`src/rtl/uart_hex_dump.sv`:
```
// -----------------------------------------------------------------------------
// uart_hex_dump
//   Buffered byte-to-ASCII-hex formatter that sits between a UART receiver and
//   a UART transmitter. Each received byte is queued in a FIFO and then sent as
//   two hex digits followed by a separator character. After every
//   BYTES_PER_LINE bytes, CR LF is sent in place of the separator.
//
// Parameters
//   DEPTH          FIFO entries (power of two, 2..256)
//   BYTES_PER_LINE bytes per output line before CR LF (1..255)
//   LOWERCASE      1: hex letters a-f, 0: hex letters A-F
//   SEP_CHAR       character sent after each byte that does not end a line
//
// Ports
//   CLK       system clock
//   RST       asynchronous reset, active-high
//   in_valid  one-cycle strobe qualifying in_data
//   in_data   byte to dump
//   tx_busy   busy flag from the UART transmitter
//   tx_en     start strobe to the UART transmitter (held until busy is seen)
//   tx_data   character to the UART transmitter, stable while tx_en=1
//   level     current FIFO occupancy
//   overflow  sticky flag, set when an incoming byte is dropped
//   idle      1 when the FIFO is empty and the formatter is idle
// -----------------------------------------------------------------------------
module uart_hex_dump #(
  parameter int         DEPTH          = 16,
  parameter int         BYTES_PER_LINE = 8,
  parameter bit         LOWERCASE      = 1'b0,
  parameter logic [7:0] SEP_CHAR       = 8'h20
) (
  input  logic                   CLK,
  input  logic                   RST,
  input  logic                   in_valid,
  input  logic [7:0]             in_data,
  input  logic                   tx_busy,
  output logic                   tx_en,
  output logic [7:0]             tx_data,
  output logic [$clog2(DEPTH):0] level,
  output logic                   overflow,
  output logic                   idle
);

  localparam int          AW         = $clog2(DEPTH);
  localparam logic [AW:0] FULL_LEVEL = DEPTH[AW:0];
  localparam logic [7:0]  LINE_LEN   = BYTES_PER_LINE[7:0];

  typedef enum logic [2:0] {
    ST_IDLE,
    ST_HI,
    ST_LO,
    ST_SEP,
    ST_CR,
    ST_LF
  } state_t;

  // Per-character handshake phase inside every send state.
  typedef enum logic [1:0] {
    PH_LOAD,
    PH_ARM,
    PH_DRAIN
  } phase_t;

  state_t        state;
  phase_t        phase;
  logic          seen_low;
  logic [7:0]    byte_r;
  logic [7:0]    line_cnt;

  logic [7:0]    mem [DEPTH];
  logic [AW-1:0] wr_ptr;
  logic [AW-1:0] rd_ptr;
  logic          full;
  logic          pop;
  logic          wr_ok;

  function automatic logic [7:0] hex_digit(input logic [3:0] n);
    logic [7:0] c;
    if (n < 4'd10) begin
      c = 8'h30 + {4'h0, n};
    end else begin
      c = (LOWERCASE ? 8'h61 : 8'h41) + {4'h0, n} - 8'd10;
    end
    return c;
  endfunction

  function automatic logic [7:0] char_of(input state_t s, input logic [7:0] b);
    logic [7:0] c;
    case (s)
      ST_HI:   c = hex_digit(b[7:4]);
      ST_LO:   c = hex_digit(b[3:0]);
      ST_SEP:  c = SEP_CHAR;
      ST_CR:   c = 8'h0D;
      ST_LF:   c = 8'h0A;
      default: c = 8'h00;
    endcase
    return c;
  endfunction

  // A pop frees a slot in the same cycle, so a write to a full FIFO is still
  // accepted when it coincides with a pop.
  assign full  = (level == FULL_LEVEL);
  assign pop   = (state == ST_IDLE) && (level != '0);
  assign wr_ok = in_valid && (!full || pop);
  assign idle  = (state == ST_IDLE) && (level == '0);

  // FIFO storage is data only and needs no reset.
  always_ff @(posedge CLK) begin
    if (wr_ok) begin
      mem[wr_ptr] <= in_data;
    end
  end

  // FIFO pointers, occupancy and overflow flag.
  always_ff @(posedge CLK or posedge RST) begin
    if (RST) begin
      wr_ptr   <= '0;
      rd_ptr   <= '0;
      level    <= '0;
      overflow <= 1'b0;
    end else begin
      if (wr_ok) begin
        wr_ptr <= wr_ptr + 1'b1;
      end
      if (pop) begin
        rd_ptr <= rd_ptr + 1'b1;
      end
      if (in_valid && !wr_ok) begin
        overflow <= 1'b1;
      end
      if (wr_ok && !pop) begin
        level <= level + 1'b1;
      end else if (!wr_ok && pop) begin
        level <= level - 1'b1;
      end
    end
  end

  // Formatter FSM. Every send state runs LOAD -> ARM -> DRAIN:
  //   LOAD  registers the character and raises tx_en (one cycle after entry),
  //   ARM   holds tx_en until a rising busy is seen; seen_low makes sure a
  //         busy that was already high on entry is first seen low, so a
  //         transmission still in progress is never mistaken for ours,
  //   DRAIN drops tx_en and waits for busy to fall.
  always_ff @(posedge CLK or posedge RST) begin
    if (RST) begin
      state    <= ST_IDLE;
      phase    <= PH_LOAD;
      seen_low <= 1'b0;
      byte_r   <= '0;
      line_cnt <= '0;
      tx_en    <= 1'b0;
      tx_data  <= '0;
    end else begin
      case (state)
        ST_IDLE: begin
          if (pop) begin
            byte_r <= mem[rd_ptr];
            state  <= ST_HI;
            phase  <= PH_LOAD;
          end
        end
        default: begin
          case (phase)
            PH_LOAD: begin
              tx_data  <= char_of(state, byte_r);
              tx_en    <= 1'b1;
              seen_low <= 1'b0;
              phase    <= PH_ARM;
            end
            PH_ARM: begin
              if (!tx_busy) begin
                seen_low <= 1'b1;
              end else if (seen_low) begin
                tx_en <= 1'b0;
                phase <= PH_DRAIN;
              end
            end
            PH_DRAIN: begin
              if (!tx_busy) begin
                phase <= PH_LOAD;
                case (state)
                  ST_HI: state <= ST_LO;
                  ST_LO: begin
                    // Line breaks depend only on the byte count, not on gaps.
                    if (line_cnt + 8'd1 == LINE_LEN) begin
                      line_cnt <= '0;
                      state    <= ST_CR;
                    end else begin
                      line_cnt <= line_cnt + 8'd1;
                      state    <= ST_SEP;
                    end
                  end
                  ST_CR:   state <= ST_LF;
                  default: state <= ST_IDLE;
                endcase
              end
            end
            default: phase <= PH_LOAD;
          endcase
        end
      endcase
    end
  end

endmodule

```
`config.mk`:
```
export PLATFORM = sky130hd
export DESIGN_NAME = uart_hex_dump
export DESIGN_NICKNAME = d
export VERILOG_FILES = /design/src/rtl/uart_hex_dump.sv
export SDC_FILE = /design/constraint.sdc
export NUM_CORES = 1
export LEC_CHECK = 0
export ABC_AREA = 1
export BUFFER_PORTS_ARGS = -buffer_cell sky130_fd_sc_hd__buf_2
export CAP_MARGIN = 10
export CORE_MARGIN = 3
export CORE_UTILIZATION = 65
export DETAILED_ROUTE_END_ITERATION = 12
export PLACE_DENSITY = 0.94
export SYNTH_ARGS = -nofsm -noshare
export SYNTH_HDL_FRONTEND = slang
export SYNTH_SLANG_ARGS = --single-unit
```
`constraint.sdc`:
```
create_clock -name CLK -period 5.25 [get_ports CLK]
set_clock_uncertainty 0.05 [all_clocks]
set_input_delay 0.525 -clock CLK [delete_from_list [all_inputs] [get_ports CLK]]
set_output_delay 0.525 -clock CLK [all_outputs]
set_load 0.01 [all_outputs]
```
* Word level (Yosys, flattened, before mapping)
Memories as Yosys holds them, arrays and structs flattened. A register that Yosys moved wholly into a read port is not among the register bits.
Index checks and enable logic that the tools add are counted.
** Word-level totals
- Register bits after elaboration :: 37
- Bits in writable memories :: 128
- Input port bits :: 12
- Output and inout bits :: 16
- Logic and storage cells :: 92
- Memories kept :: 1
** Operators by class
- $add $sub $neg :: 11
- Magnitude comparators :: 2
- Eq/ne operators :: 17
- Mux-type cells :: 25
- Bitwise logic cells :: 2
- Reduce and logical (&&, ||, !) cells :: 24
** Memories
- mem :: words 16, width 8, rd ports 1, clocked after Yosys merged registers in 1, write ports 1, RTL line 70 : logic [7:0] mem [DEPTH];
** Operator list (number)
- $pmux W8 S5 :: 1
- $mux W8 :: 3
- $add A7 B4 Y8 const A :: 2
- $sub A8 B4 Y8 const B :: 2
- $mux W3 :: 5
- $add A6 B4 Y7 const A :: 2
- $reduce_and A4 Y1 :: 3
- $mux W2 :: 5
- $mux W5 :: 2
- $ne A3 B3 Y1 const B :: 3
- $pmux W3 S3 :: 1
- $add A4 B1 Y4 const B :: 2
- $add A8 B1 Y8 const B :: 1
- $eq A8 B4 Y1 const B :: 1
- $lt A4 B4 Y1 const B :: 2
- $ne A2 B2 Y1 const B :: 4
- $eq A3 B2 Y1 const B :: 2
- $eq A3 B3 Y1 const B :: 2
- $logic_and A1 B1 Y1 :: 6
- $pmux W2 S3 :: 1
- $reduce_and A3 Y1 :: 2
- $reduce_bool A2 Y1 :: 3
- $add A5 B1 Y5 const B :: 1
- $eq A5 B5 Y1 const B :: 1
- other kinds (15) :: 24

* Longest topological paths before layout
- Word-level depth :: 8
- Depth in mapped cells :: 16
- Gate-level depth less buffers :: 16

* Worst setup path after synthesis
OpenSTA, ideal clock, no wires.
- Path kind :: flip-flop to flip-flop
- Start :: reg level[0]
- End :: reg level[4]
- Library setup time :: 123 ps
- Arrival time :: 2159 ps
- Data required time :: 5077 ps
- Setup slack :: 2917 ps
- Cell stages (with the launch flop) :: 15
- Buffers on the path :: 1
- Clock period less this slack :: 2333 ps
- Cells stage by stage :: dfrtp_1 -> nor2_1 -> nand3_1 -> inv_1 -> nand2_1 -> nand2_2 -> buf_2 -> ha_1 -> inv_1 -> fa_1 -> nand2_1 -> a21oi_1 -> o21ai_0 -> nand3_1 -> xor2_1
** On the way
- Word-level cells in the longest chain between the ends :: 7
- Elaborated cells between the ends (all ways) :: 15
- Classes of those cells :: 2 x add/sub; 1 x eq/ne; 2 x mux; 10 x reduce/logical
** Ends and longest elaborated chain
- start, declared :: RTL line 39 : output logic [$clog2(DEPTH):0] level,
- start signal, assigned :: RTL line 132 : level <= level + 1'b1;
- start signal, assigned :: RTL line 134 : level <= level - 1'b1;
- branches (longest 7 deep; another with $sub A5 B1 Y5)
Several ways; the timed one is not identified. The select of a mux whose other input is x is not followed.
A chain may end at the register's enable or synchronous reset.

* Worst setup path in the final report
- Start :: reg level[0]
- End :: reg level[3]
** On the way
- Word-level cells in the longest chain between the ends :: 7
- Elaborated cells between the ends (all ways) :: 15
- Classes of those cells :: 2 x add/sub; 1 x eq/ne; 2 x mux; 10 x reduce/logical
** Ends and longest elaborated chain
- $eq A5 B5 Y1 or $reduce_bool A5 Y1 (tied branches) :: RTL line 102, 103
- $logic_not A1 Y1 or $logic_and A1 B1 Y1 (tied branches) :: RTL line 104, 103
- $logic_or A1 B1 Y1 (*) :: RTL line 104 : assign wr_ok = in_valid && (!full || pop);
- $logic_and A1 B1 Y1 (*) :: RTL line 104
- net wr_ok :: RTL line 75 : logic wr_ok;
- $logic_not A1 Y1 :: RTL line 133 : end else if (!wr_ok && pop) begin
- $logic_and A1 B1 Y1 :: RTL line 133
- $reduce_bool A2 Y1 (no source line)
The timed path passes the listed nets; every way through them passes the cells marked *. The select of a mux whose other input is x is not followed.

==> out/metrics.yaml <==
outcome: "finished clean"
critPathSlowestCell: "dfrtp_1"
drt-total-wl_mm: 17.3
syn_to_final_growth_pct: 9.71
detail_route.wl_per_cell_um: 19.2
rsz0062_at_grt: "no"
clk-insertion-delay-late_ns: 0.43
post_cts_buffers: 0
grt_max_degree: 68
overflow: 0
drcViolationCount: 0
ys_seq_area_share_pct: 64.7
gp_congestion: 0.880
worst_pin_slew_ns: 1.18
p_comb_share_pct: 36.3
synth.area.top_cells: "edfxtp_1, dfrtp_1, nand2_1"
antenna_found_initial: 0
power.share.switching_pct: 40.3
synthSimpleGateAreaFrac_pct: 16.1
final_util_pct: 75.0
clock_sinks: 172
period_needed_ns: 2.96
critical-path-top-delay-family: "simple AND/OR/NAND/NOR gates"
cp-start-kind: "flip-flop"
ys_ff_latch: 172
nFillCells: 637
drv_cap: 0
grt.total_usage_pct: 27.8
die_w_um: 114
cp.arrival_ns: 3.26
cpPeakStageDelay_ns: 0.44
final_nets: 771
io_buffers: 26
final-seq-area_um2: 4950
ctsResizeCount: 0
pwr-share-clk_pct: 23.8
internal-power_w: 0.00288
report.final.setup_viol: 0
ir_drop_uv: 427
clk_path_buf_depth: 2
diodes: 0
top_usage_layer: "met2"
synth_top_family_by_area: "simple AND/OR/NAND/NOR gates"
cts_hold_buffers: 0
use_met3_pct: 5.29
synthDistinctLibCells: 32
p_switching_w: 0.00194
synth_compound_area_share_pct: 10.3
tns_ns: 0
vias: 5576
drt_iter0_markers: 698
synth_area_um2: 7640
syn_nets: 742
final_max_slew_viol_count: 0
rows: 38
drive_gt1_share_pct: 11.6
path_buf_inv: 3
sequentialPowerShare_pct: 39.9
powerDensity_nw_per_um2: 575
worstSetupPathType: "reg -> reg"
hold_viol_final: 0
worst-path-max-fanout: 14
start_util_pct: 68.4
cts_made_buffers: 17
yosys.area.top_type: "edfxtp_1"
synth-xor-area-share_pct: 1.15
cts_max_level: 4
multiInputGateArea_um2: 2290
grt_pass1_vias: 5441
first_pass_iters: 5
die-area_um2: 13100
period_share_pct: 56.4
root_buffer: "clkbuf_16"
grt_use_met1_pct: 35.0
ys_warn_count: 0
die_h_um: 114
synthMuxAreaShare_pct: 0
cp-end-kind: "flip-flop"
layout_common_cells: "edfxtp_1, nand2_1, nor2_1"
grt_pass1_wl_mm: 27.4
ioPinCount: 28
path_clk_slew_ns: 0.07
antenna_left: 0
hpwl_mm: 10.5
clock.fmax_mhz: 338
slew-limit-headroom_pct: 20.6
leakage_nw: 3.32
required_ns: 5.55
grt_use_met2_pct: 45.4
final_common_cell: "edfxtp_1"
cts_tree: "done"
yosysTopAreaCellShare_pct: 50.3
avgViaCountPerCell: 6.20
core_um2: 11200
path_cells: "nor2_1 -> nand3_1 -> nor2_1 -> nand2_1 -> nand2_2 -> inv_1 -> ha_1 -> inv_1 -> ha_1 -> nand2_1 -> inv_1 -> o21ai_0 -> nand2_1 -> o21ai_0 -> a21oi_1 -> a21oi_1"
synth.avg_cell_area_um2: 10.7
syn_inst: 717
synth-adder-area-share_pct: 2.23
fin_hold_ws_ns: 0.177
hp-class: "in -> async"
==> worst min-delay path, delay by kind of cell <==
kind / cells / cell delay [ns]
buf+inv: 3 / 0.59
==> sequential cells by signal, summed over array words and instances (netlist names), 2 cells and up <==
| name | cells |
|---|---|
| state | 3 |
| phase | 2 |
| tx_data | 7 |
| wr_ptr | 4 |
| mem | 128 |
| line_cnt | 8 |
| byte_r | 8 |
| rd_ptr | 4 |
| level | 5 |
==> kinds of logic (layout without fill, tap and decap cells) <==
| group | after synthesis | in the layout |
|---|---|---|
| AOI/OAI and AO/OA | 136 | 136 |
| xor gates and xnor gates | 10 | 10 |
| adders and majority gates | 13 | 13 |
| buffers and inverters | 85 | 127 |
| DFF | 172 | 172 |
| other | 1 | 1 |
| and+or+nand+nor | 300 | 300 |
==> power by group through the flow <==
stage	Clock, W	Sequential [W]	Combinational, W
floorplan	0	0.00190	0.00129
global placement	0	0.00191	0.00154
detailed placement	0	0.00193	0.00165
CTS	0.00115	0.00191	0.00171
global route	0.00121	0.00194	0.00194
finish	0.00115	0.00192	0.00175
==> final timing paths <==
kind / slack (ns) / endpoint / cells after the start / from
max: 2.29 / level[3] / 16 / level[0]
min: 0.18 / level[2] / 3 / RST
max reg2reg: 2.29 / level[3] / 16 / level[0]
min reg2reg: 0.43 / tx_data[0] / 2 / tx_data[0]
max in group asynchronous: 4.56 / rd_ptr[0] / 3 / RST
min in group CLK: 0.35 / overflow / 2 / in_valid
==> per-stage QoR <==
step / worst slack (ns) / cells / total power [W] / instance area (um^2)
global route: 2.06 / 899 / 0.00510 / 8380
floorplan: 2.92 / 717 / 0.00319 / 7640
detailed placement: 2.46 / 863 / 0.00358 / 7820
global placement: 2.74 / 862 / 0.00345 / 7810
CTS: 2.37 / 895 / 0.00477 / 8360
finish: 2.29 / 899 / 0.00482 / 8380
==> layout make-up <==
| class | count | area share (%) |
|---|---|---|
| Multi-Input combinational cell | 460 | 27.3 |
| Clock inverter | 15 | 1.37 |
| Sequential cell | 172 | 59.0 |
| Timing Repair Buffer | 40 | 2.75 |
| Tap cell | 140 | 2.09 |
| Inverter | 55 | 2.46 |
| Clock buffer | 17 | 5.07 |
==> cell usage after synthesis (all sizes together) <==
library cell  count
clkinv            2
o21ai            86
o22ai             2
o221ai            1
dfrtp            44
inv              53
ha               12
fa                1
clkbuf            7
xnor2             1
conb              1
a31o              1
nand3            37
buf              23
a21oi            11
xor2              9
nor3             13
o211ai           34
nor2            123
a22o              1
nand4             4
nand2           123
edfxtp          128
==> metal layers <==
metal  vias to the layer above  wire length (um)  share of wire (%)
met4                         0               915                5.3
met1                      2617              6340                 37
met3                        83              1630                9.5
met2                       355              8390                 49
met5                         -                 0                  0
li1                       2521                 -                  -
Power figures use the tool's default switching activity.
